==> src/rtl/fu_br_pipe.sv <==
// Two-stage pipelined branch unit: S1 captures the issued op, S2 holds the resolved
// result (direction, target, misprediction, link value) for ROB writeback and redirect.
`timescale 1ns/1ps
module fu_br_pipe #(
  parameter int XLEN      = 32,
  parameter int ROB_DEPTH = 16,
  parameter int OP_W      = 4,
  parameter int CNT_W     = 16,
  localparam int ROB_W    = $clog2(ROB_DEPTH)
) (
  input  logic             clk,
  input  logic             rst_n,
  input  logic             flush,
  input  logic             issue_valid,
  output logic             issue_ready,
  input  logic [OP_W-1:0]  issue_op,
  input  logic [XLEN-1:0]  issue_pc,
  input  logic [XLEN-1:0]  issue_imm,
  input  logic [XLEN-1:0]  issue_rs1,
  input  logic [XLEN-1:0]  issue_rs2,
  input  logic [ROB_W-1:0] issue_rob,
  input  logic             issue_pred_taken,
  input  logic [XLEN-1:0]  issue_pred_target,
  output logic             out_valid,
  input  logic             out_ready,
  output logic [ROB_W-1:0] out_rob,
  output logic             out_taken,
  output logic [XLEN-1:0]  out_target,
  output logic             out_mispredict,
  output logic [XLEN-1:0]  out_wb_data,
  output logic             out_wb_valid,
  output logic             redirect_valid,
  output logic [XLEN-1:0]  redirect_pc,
  output logic [CNT_W-1:0] stat_branches,
  output logic [CNT_W-1:0] stat_mispredicts
);

  localparam logic [OP_W-1:0] OP_BEQ  = OP_W'(0);
  localparam logic [OP_W-1:0] OP_BNE  = OP_W'(1);
  localparam logic [OP_W-1:0] OP_BLT  = OP_W'(2);
  localparam logic [OP_W-1:0] OP_BGE  = OP_W'(3);
  localparam logic [OP_W-1:0] OP_BLTU = OP_W'(4);
  localparam logic [OP_W-1:0] OP_BGEU = OP_W'(5);
  localparam logic [OP_W-1:0] OP_JAL  = OP_W'(6);
  localparam logic [OP_W-1:0] OP_JALR = OP_W'(7);

  logic             s1_valid;
  logic [OP_W-1:0]  s1_op;
  logic [XLEN-1:0]  s1_pc, s1_imm, s1_rs1, s1_rs2, s1_pred_target;
  logic [ROB_W-1:0] s1_rob;
  logic             s1_pred_taken;

  logic             s1_adv, s2_adv, out_fire;
  logic             c_taken, c_mispredict, c_wb_valid, c_is_cond;
  logic [XLEN-1:0]  c_target, c_wb_data, c_br_tgt, c_seq_pc, c_jalr_sum;

  // Valid/ready: a transfer happens on a rising edge where valid && ready; a stage
  // holding data advances only when the next stage is empty or is itself draining.
  assign s2_adv      = !out_valid || out_ready;
  assign s1_adv      = !s1_valid || s2_adv;
  assign issue_ready = s1_adv;
  assign out_fire    = out_valid && out_ready;

  assign redirect_valid = out_fire && out_mispredict;
  assign redirect_pc    = out_target;

  always_ff @(posedge clk or negedge rst_n) begin
    if (!rst_n) begin
      s1_valid       <= 1'b0;
      s1_op          <= '0;
      s1_pc          <= '0;
      s1_imm         <= '0;
      s1_rs1         <= '0;
      s1_rs2         <= '0;
      s1_rob         <= '0;
      s1_pred_taken  <= 1'b0;
      s1_pred_target <= '0;
    end else if (flush) begin
      s1_valid <= 1'b0;
    end else if (s1_adv) begin
      s1_valid <= issue_valid;
      if (issue_valid) begin
        s1_op          <= issue_op;
        s1_pc          <= issue_pc;
        s1_imm         <= issue_imm;
        s1_rs1         <= issue_rs1;
        s1_rs2         <= issue_rs2;
        s1_rob         <= issue_rob;
        s1_pred_taken  <= issue_pred_taken;
        s1_pred_target <= issue_pred_target;
      end
    end
  end

  always_comb begin
    c_taken    = 1'b0;
    c_is_cond  = 1'b0;
    c_wb_valid = 1'b0;
    c_br_tgt   = s1_pc + s1_imm;
    c_seq_pc   = s1_pc + XLEN'(4);
    c_jalr_sum = s1_rs1 + s1_imm;
    c_target   = c_seq_pc;
    case (s1_op)
      OP_BEQ:  begin c_is_cond = 1'b1; c_taken = (s1_rs1 == s1_rs2); end
      OP_BNE:  begin c_is_cond = 1'b1; c_taken = (s1_rs1 != s1_rs2); end
      OP_BLT:  begin c_is_cond = 1'b1; c_taken = ($signed(s1_rs1) < $signed(s1_rs2)); end
      OP_BGE:  begin c_is_cond = 1'b1; c_taken = ($signed(s1_rs1) >= $signed(s1_rs2)); end
      OP_BLTU: begin c_is_cond = 1'b1; c_taken = (s1_rs1 < s1_rs2); end
      OP_BGEU: begin c_is_cond = 1'b1; c_taken = (s1_rs1 >= s1_rs2); end
      OP_JAL:  begin c_taken = 1'b1; c_wb_valid = 1'b1; c_target = c_br_tgt; end
      OP_JALR: begin
        c_taken    = 1'b1;
        c_wb_valid = 1'b1;
        c_target   = {c_jalr_sum[XLEN-1:1], 1'b0};
      end
      default: ;  // undefined opcode resolves as not taken, falls through to pc+4
    endcase
    if (c_is_cond && c_taken) c_target = c_br_tgt;
    c_wb_data    = c_wb_valid ? c_seq_pc : '0;
    c_mispredict = (c_taken != s1_pred_taken) ||
                   (c_taken && (c_target != s1_pred_target));
  end

  // S2 fields change only when the stage advances, which keeps out_* stable under backpressure.
  always_ff @(posedge clk or negedge rst_n) begin
    if (!rst_n) begin
      out_valid      <= 1'b0;
      out_rob        <= '0;
      out_taken      <= 1'b0;
      out_target     <= '0;
      out_mispredict <= 1'b0;
      out_wb_data    <= '0;
      out_wb_valid   <= 1'b0;
    end else if (flush) begin
      out_valid <= 1'b0;
    end else if (s2_adv) begin
      out_valid <= s1_valid;
      if (s1_valid) begin
        out_rob        <= s1_rob;
        out_taken      <= c_taken;
        out_target     <= c_target;
        out_mispredict <= c_mispredict;
        out_wb_data    <= c_wb_data;
        out_wb_valid   <= c_wb_valid;
      end
    end
  end

  // A handshake completing in a flush cycle still retires, so it is still counted.
  always_ff @(posedge clk or negedge rst_n) begin
    if (!rst_n) begin
      stat_branches    <= '0;
      stat_mispredicts <= '0;
    end else if (out_fire) begin
      if (stat_branches != {CNT_W{1'b1}})
        stat_branches <= stat_branches + CNT_W'(1);
      if (out_mispredict && (stat_mispredicts != {CNT_W{1'b1}}))
        stat_mispredicts <= stat_mispredicts + CNT_W'(1);
    end
  end

endmodule

==> config.mk <==
export PLATFORM = sky130hd
export DESIGN_NAME = fu_br_pipe
export DESIGN_NICKNAME = d
export VERILOG_FILES = /design/src/rtl/fu_br_pipe.sv
export SDC_FILE = /design/constraint.sdc
export NUM_CORES = 1
export LEC_CHECK = 0
export ABC_AREA = 1
export CORE_MARGIN = 1
export CORE_UTILIZATION = 40
export CTS_CLUSTER_SIZE = 10
export DETAILED_ROUTE_END_ITERATION = 12
export PLACE_DENSITY = 0.71
export SLEW_MARGIN = 30
export SYNTH_ARGS = -nofsm -noshare
export SYNTH_HDL_FRONTEND = slang
export SYNTH_SLANG_ARGS = --single-unit
==> constraint.sdc <==
create_clock -name clk -period 3.5 [get_ports clk]
set_clock_uncertainty 0.1 [all_clocks]
set_input_delay 0.35 -clock clk [delete_from_list [all_inputs] [get_ports clk]]
set_output_delay 0.35 -clock clk [all_outputs]
set_load 0.005 [all_outputs]
==> impl_metrics.json <==
{
  "numPortBuffers": 311,
  "hold_path.class": "primary input to flop",
  "finalSetupTns_ns": 0,
  "fin_nets": 3031,
  "async_flop_share_pct": 100,
  "slew_headroom_pct": 42.9,
  "crit_type": "flop to flop",
  "fin_crit_sh_pct": 96.9,
  "dpl.hpwl_um": 57100,
  "totalWireLength_um": 70300,
  "die_w_um": 212,
  "drv_slew": 0,
  "cts_root_buffer": "clkbuf_16",
  "synth_seq_cells": 274,
  "wl_per_cell_um": 21.0,
  "die_area_sq_mm": 0.0450,
  "run_status": "finished, final reports clean",
  "hold_viol": 0,
  "p_leak_nw": 11.4,
  "yosysWarnings": 0,
  "max_freq_mhz": 295,
  "startpoint_type": "flop",
  "n_antenna_cell": 0,
  "power_switching_mw": 5.51,
  "htree_levels": 2,
  "crit_slowest_cell": "nor4_1",
  "period_minus_slack_ns": 3.39,
  "gr-total-overflow": 0,
  "gp_congestion": 1.02,
  "hold_slack_ns": 0.291,
  "num-fill-cells": 4096,
  "ant_nets": 0,
  "synth_nets": 2603,
  "drc": 0,
  "clkPwrFrac_pct": 23.0,
  "syn_to_final_growth_pct": 36.5,
  "p_comb_share_pct": 46.5,
  "synth-edff-count": 0,
  "core_sq_mm": 0.0433,
  "swShare_pct": 39.4,
  "drive_above_1_share_pct": 16.0,
  "grt_max_degree": 92,
  "power_density_mw_per_mm2": 581,
  "intPower_mw": 8.47,
  "path_common_cell": "nand2_1",
  "finalSetupViolations": 0,
  "avgSynthCellArea_sq_um": 7.57,
  "cts_buffers": 34,
  "postPlaceCellArea_sq_mm": 0.0224,
  "avgViaCountPerCell": 5.33,
  "clkSinkCount": 274,
  "synth_cell_types": 45,
  "start_util_pct": 40.8,
  "cap_violations": 0,
  "finalInstanceArea_sq_mm": 0.0241,
  "syn_inst": 2331,
  "via_count": 17866,
  "crit_path_max_incr_delay_ns": 0.43,
  "tritoncts": "done",
  "ys.flop_type": "dfrtp_1",
  "crit_chain": "buf_4 -> ha_1 -> nand2_1 -> nor2_1 -> inv_1 -> nor4_1 -> a21oi_1 -> nand3b_1 -> nand3_1 -> nand3_1 -> nand2_1 -> nand2_1 -> nand2_2 -> nand2_1 -> nand4_1 -> nor2_1 -> nand2_1 -> nor2_1 -> nand2_1 -> nand2_1 -> nand2_1",
  "grt_pass1_wl_um": 103000,
  "insertion_delay_ns": 0.54,
  "path_max_fanout": 5,
  "antenna_found_initial": 1,
  "drtPass1Iterations": 7,
  "grt_pass1_vias": 17420,
  "drt_iter0_drc": 1560,
  "rows": 76,
  "clk_path_buf_depth": 3,
  "fp.dieH_um": 212,
  "p_seq_share_pct": 30.6,
  "ir_drop_mv": 0.295,
  "crit_path_end_kind": "flop",
  "tightest_slew_ns": 0.854,
  "clkTransAtPathRegs_ns": 0.05,
  "yosysSeqAreaShare_pct": 38.9,
  "cp.arrival_ns": 3.72,
  "io_pins": 312,
  "critical_path_required_ns": 3.82,
  "grt.total_usage_pct": 30.8,
  "netlist_area_sq_mm": 0.0176
}
area by class of cell:
class	instances	area (sq um)	share of cell area (%)
multi-input cells	1717	9930	41.3
flip-flops and latches	274	6890	28.6
repair buffers	486	4620	19.2
clock buffers	46	967	4.02
inverters	246	926	3.85
well taps	585	732	3.04
clock inverters	1	8.76	0.0364
critical path: cells and delay by family, from the launching register on:
kind | cells | cell delay [ns]
flops | 1 | 0.41
fa+ha+maj | 1 | 0.39
compound gates | 1 | 0.19
simple gates | 17 | 1.99
buf+inv | 2 | 0.22
flip-flops by register name, indices dropped and copies added (netlist names):
signal	flops
out_mispredict	1
out_rob	4
out_taken	1
out_target	32
out_valid	1
out_wb_data	32
out_wb_valid	1
s1_imm	32
s1_op	4
s1_pc	32
s1_pred_taken	1
s1_pred_target	32
s1_rob	4
s1_rs1	32
s1_rs2	32
s1_valid	1
stat_branches	16
stat_mispredicts	16
synthesized netlist by cell type, types with 4 or more instances:
cell type | instances | area [sq um]
a31oi_1 | 19 | 119
xnor2_1 | 19 | 166
nand2_1 | 546 | 2050
a21oi_1 | 198 | 991
inv_1 | 242 | 908
nor2_1 | 267 | 1000
nand3_1 | 176 | 881
mux2_2 | 77 | 867
ha_1 | 96 | 1200
o21ai_0 | 108 | 541
dfrtp_1 | 274 | 6860
o21a_1 | 8 | 60.1
clkbuf_1 | 52 | 195
nor3b_1 | 4 | 30.0
nor4_1 | 15 | 93.8
o21bai_1 | 6 | 45.0
o211ai_1 | 7 | 52.6
nand3b_1 | 13 | 97.6
a21o_1 | 8 | 60.1
xor2_1 | 51 | 447
buf_4 | 33 | 248
o21ai_1 | 5 | 25.0
nand4_1 | 27 | 169
nand2_2 | 6 | 37.5
nor3_1 | 28 | 140
o22ai_1 | 4 | 25.0
or2_2 | 8 | 50.1
logic make-up after synthesis:
kind of cell | Yosys count | share of synthesized area [%]
adder cells (fa/ha/maj) | 98 | 7.03
buffers and inverters | 340 | 8.10
XOR/XNOR | 70 | 3.47
multiplexers | 77 | 4.91
AND/OR/NAND/NOR | 1102 | 26.4
AO/OA/AOI/OAI | 370 | 11.2
flip-flops | 274 | 38.9
path summary, 6_finish.rpt:
path / from / endpoint / slack [ns] / cells past startpoint
setup / recovery: s1_rs1[25] / out_mispredict / 0.11 / 21
min in group asynchronous: rst_n / out_rob[0] / 0.34 / 2
setup reg to reg: s1_rs1[25] / out_mispredict / 0.11 / 21
hold / removal: issue_rs2[16] / s1_rs2[16] / 0.29 / 3
max in group asynchronous: rst_n / s1_imm[6] / 1.98 / 3
hold reg to reg: out_wb_valid / out_wb_valid / 0.38 / 2
power by group through the flow:
stage | Combinational [mW] | Sequential, mW | Clock [mW]
floorplan | 3.29 | 4.07 | 0
global placement | 5.97 | 4.26 | 0
detailed placement | 6.04 | 4.28 | 0
CTS | 6.06 | 4.24 | 3.27
global route | 7.06 | 4.32 | 3.39
finish | 6.50 | 4.27 | 3.21
metrics by stage:
| step | utilization, % | setup slack (ns) | std cells | total power [mW] |
|---|---|---|---|---|
| after floorplan | - | 0.519 | 2331 | 7.36 |
| after detailed placement | 51.7 | 0.0210 | 3299 | 10.3 |
| after global routing | 55.7 | -0.0748 | 3355 | 14.8 |
| after CTS | 54.0 | 0.00172 | 3347 | 13.6 |
| after global placement | 51.7 | 0.0275 | 3299 | 10.2 |
| final | 55.7 | 0.108 | 3355 | 14.0 |
timing repair:
item / CTS / global route
hold buffers: 1 / 0
hold endpoints to repair: 88 / 0
gates resized for setup: 0 / 149
buffers inserted: 0 / 5
endpoints found under the setup margin: 0 / 1
metal layers:
layer	GRT usage [%]	wire, um
met5	0	0
met2	50.8	32800
met1	40.9	30100
met4	11.0	2720
met3	4.93	4680
layout by cell type, fill, tap and decap left out, types with 38 or more instances in the layout:
cell,instances
nand3_1,166
nor2_1,257
buf_4,159
nand2_1,530
ha_1,70
clkbuf_16,38
xor2_1,49
mux2_2,77
o21ai_0,97
clkdlybuf4s50_1,310
inv_1,240
a21oi_1,182
dfrtp_1,246
Note: power is estimated with default switching activity, not from simulation.
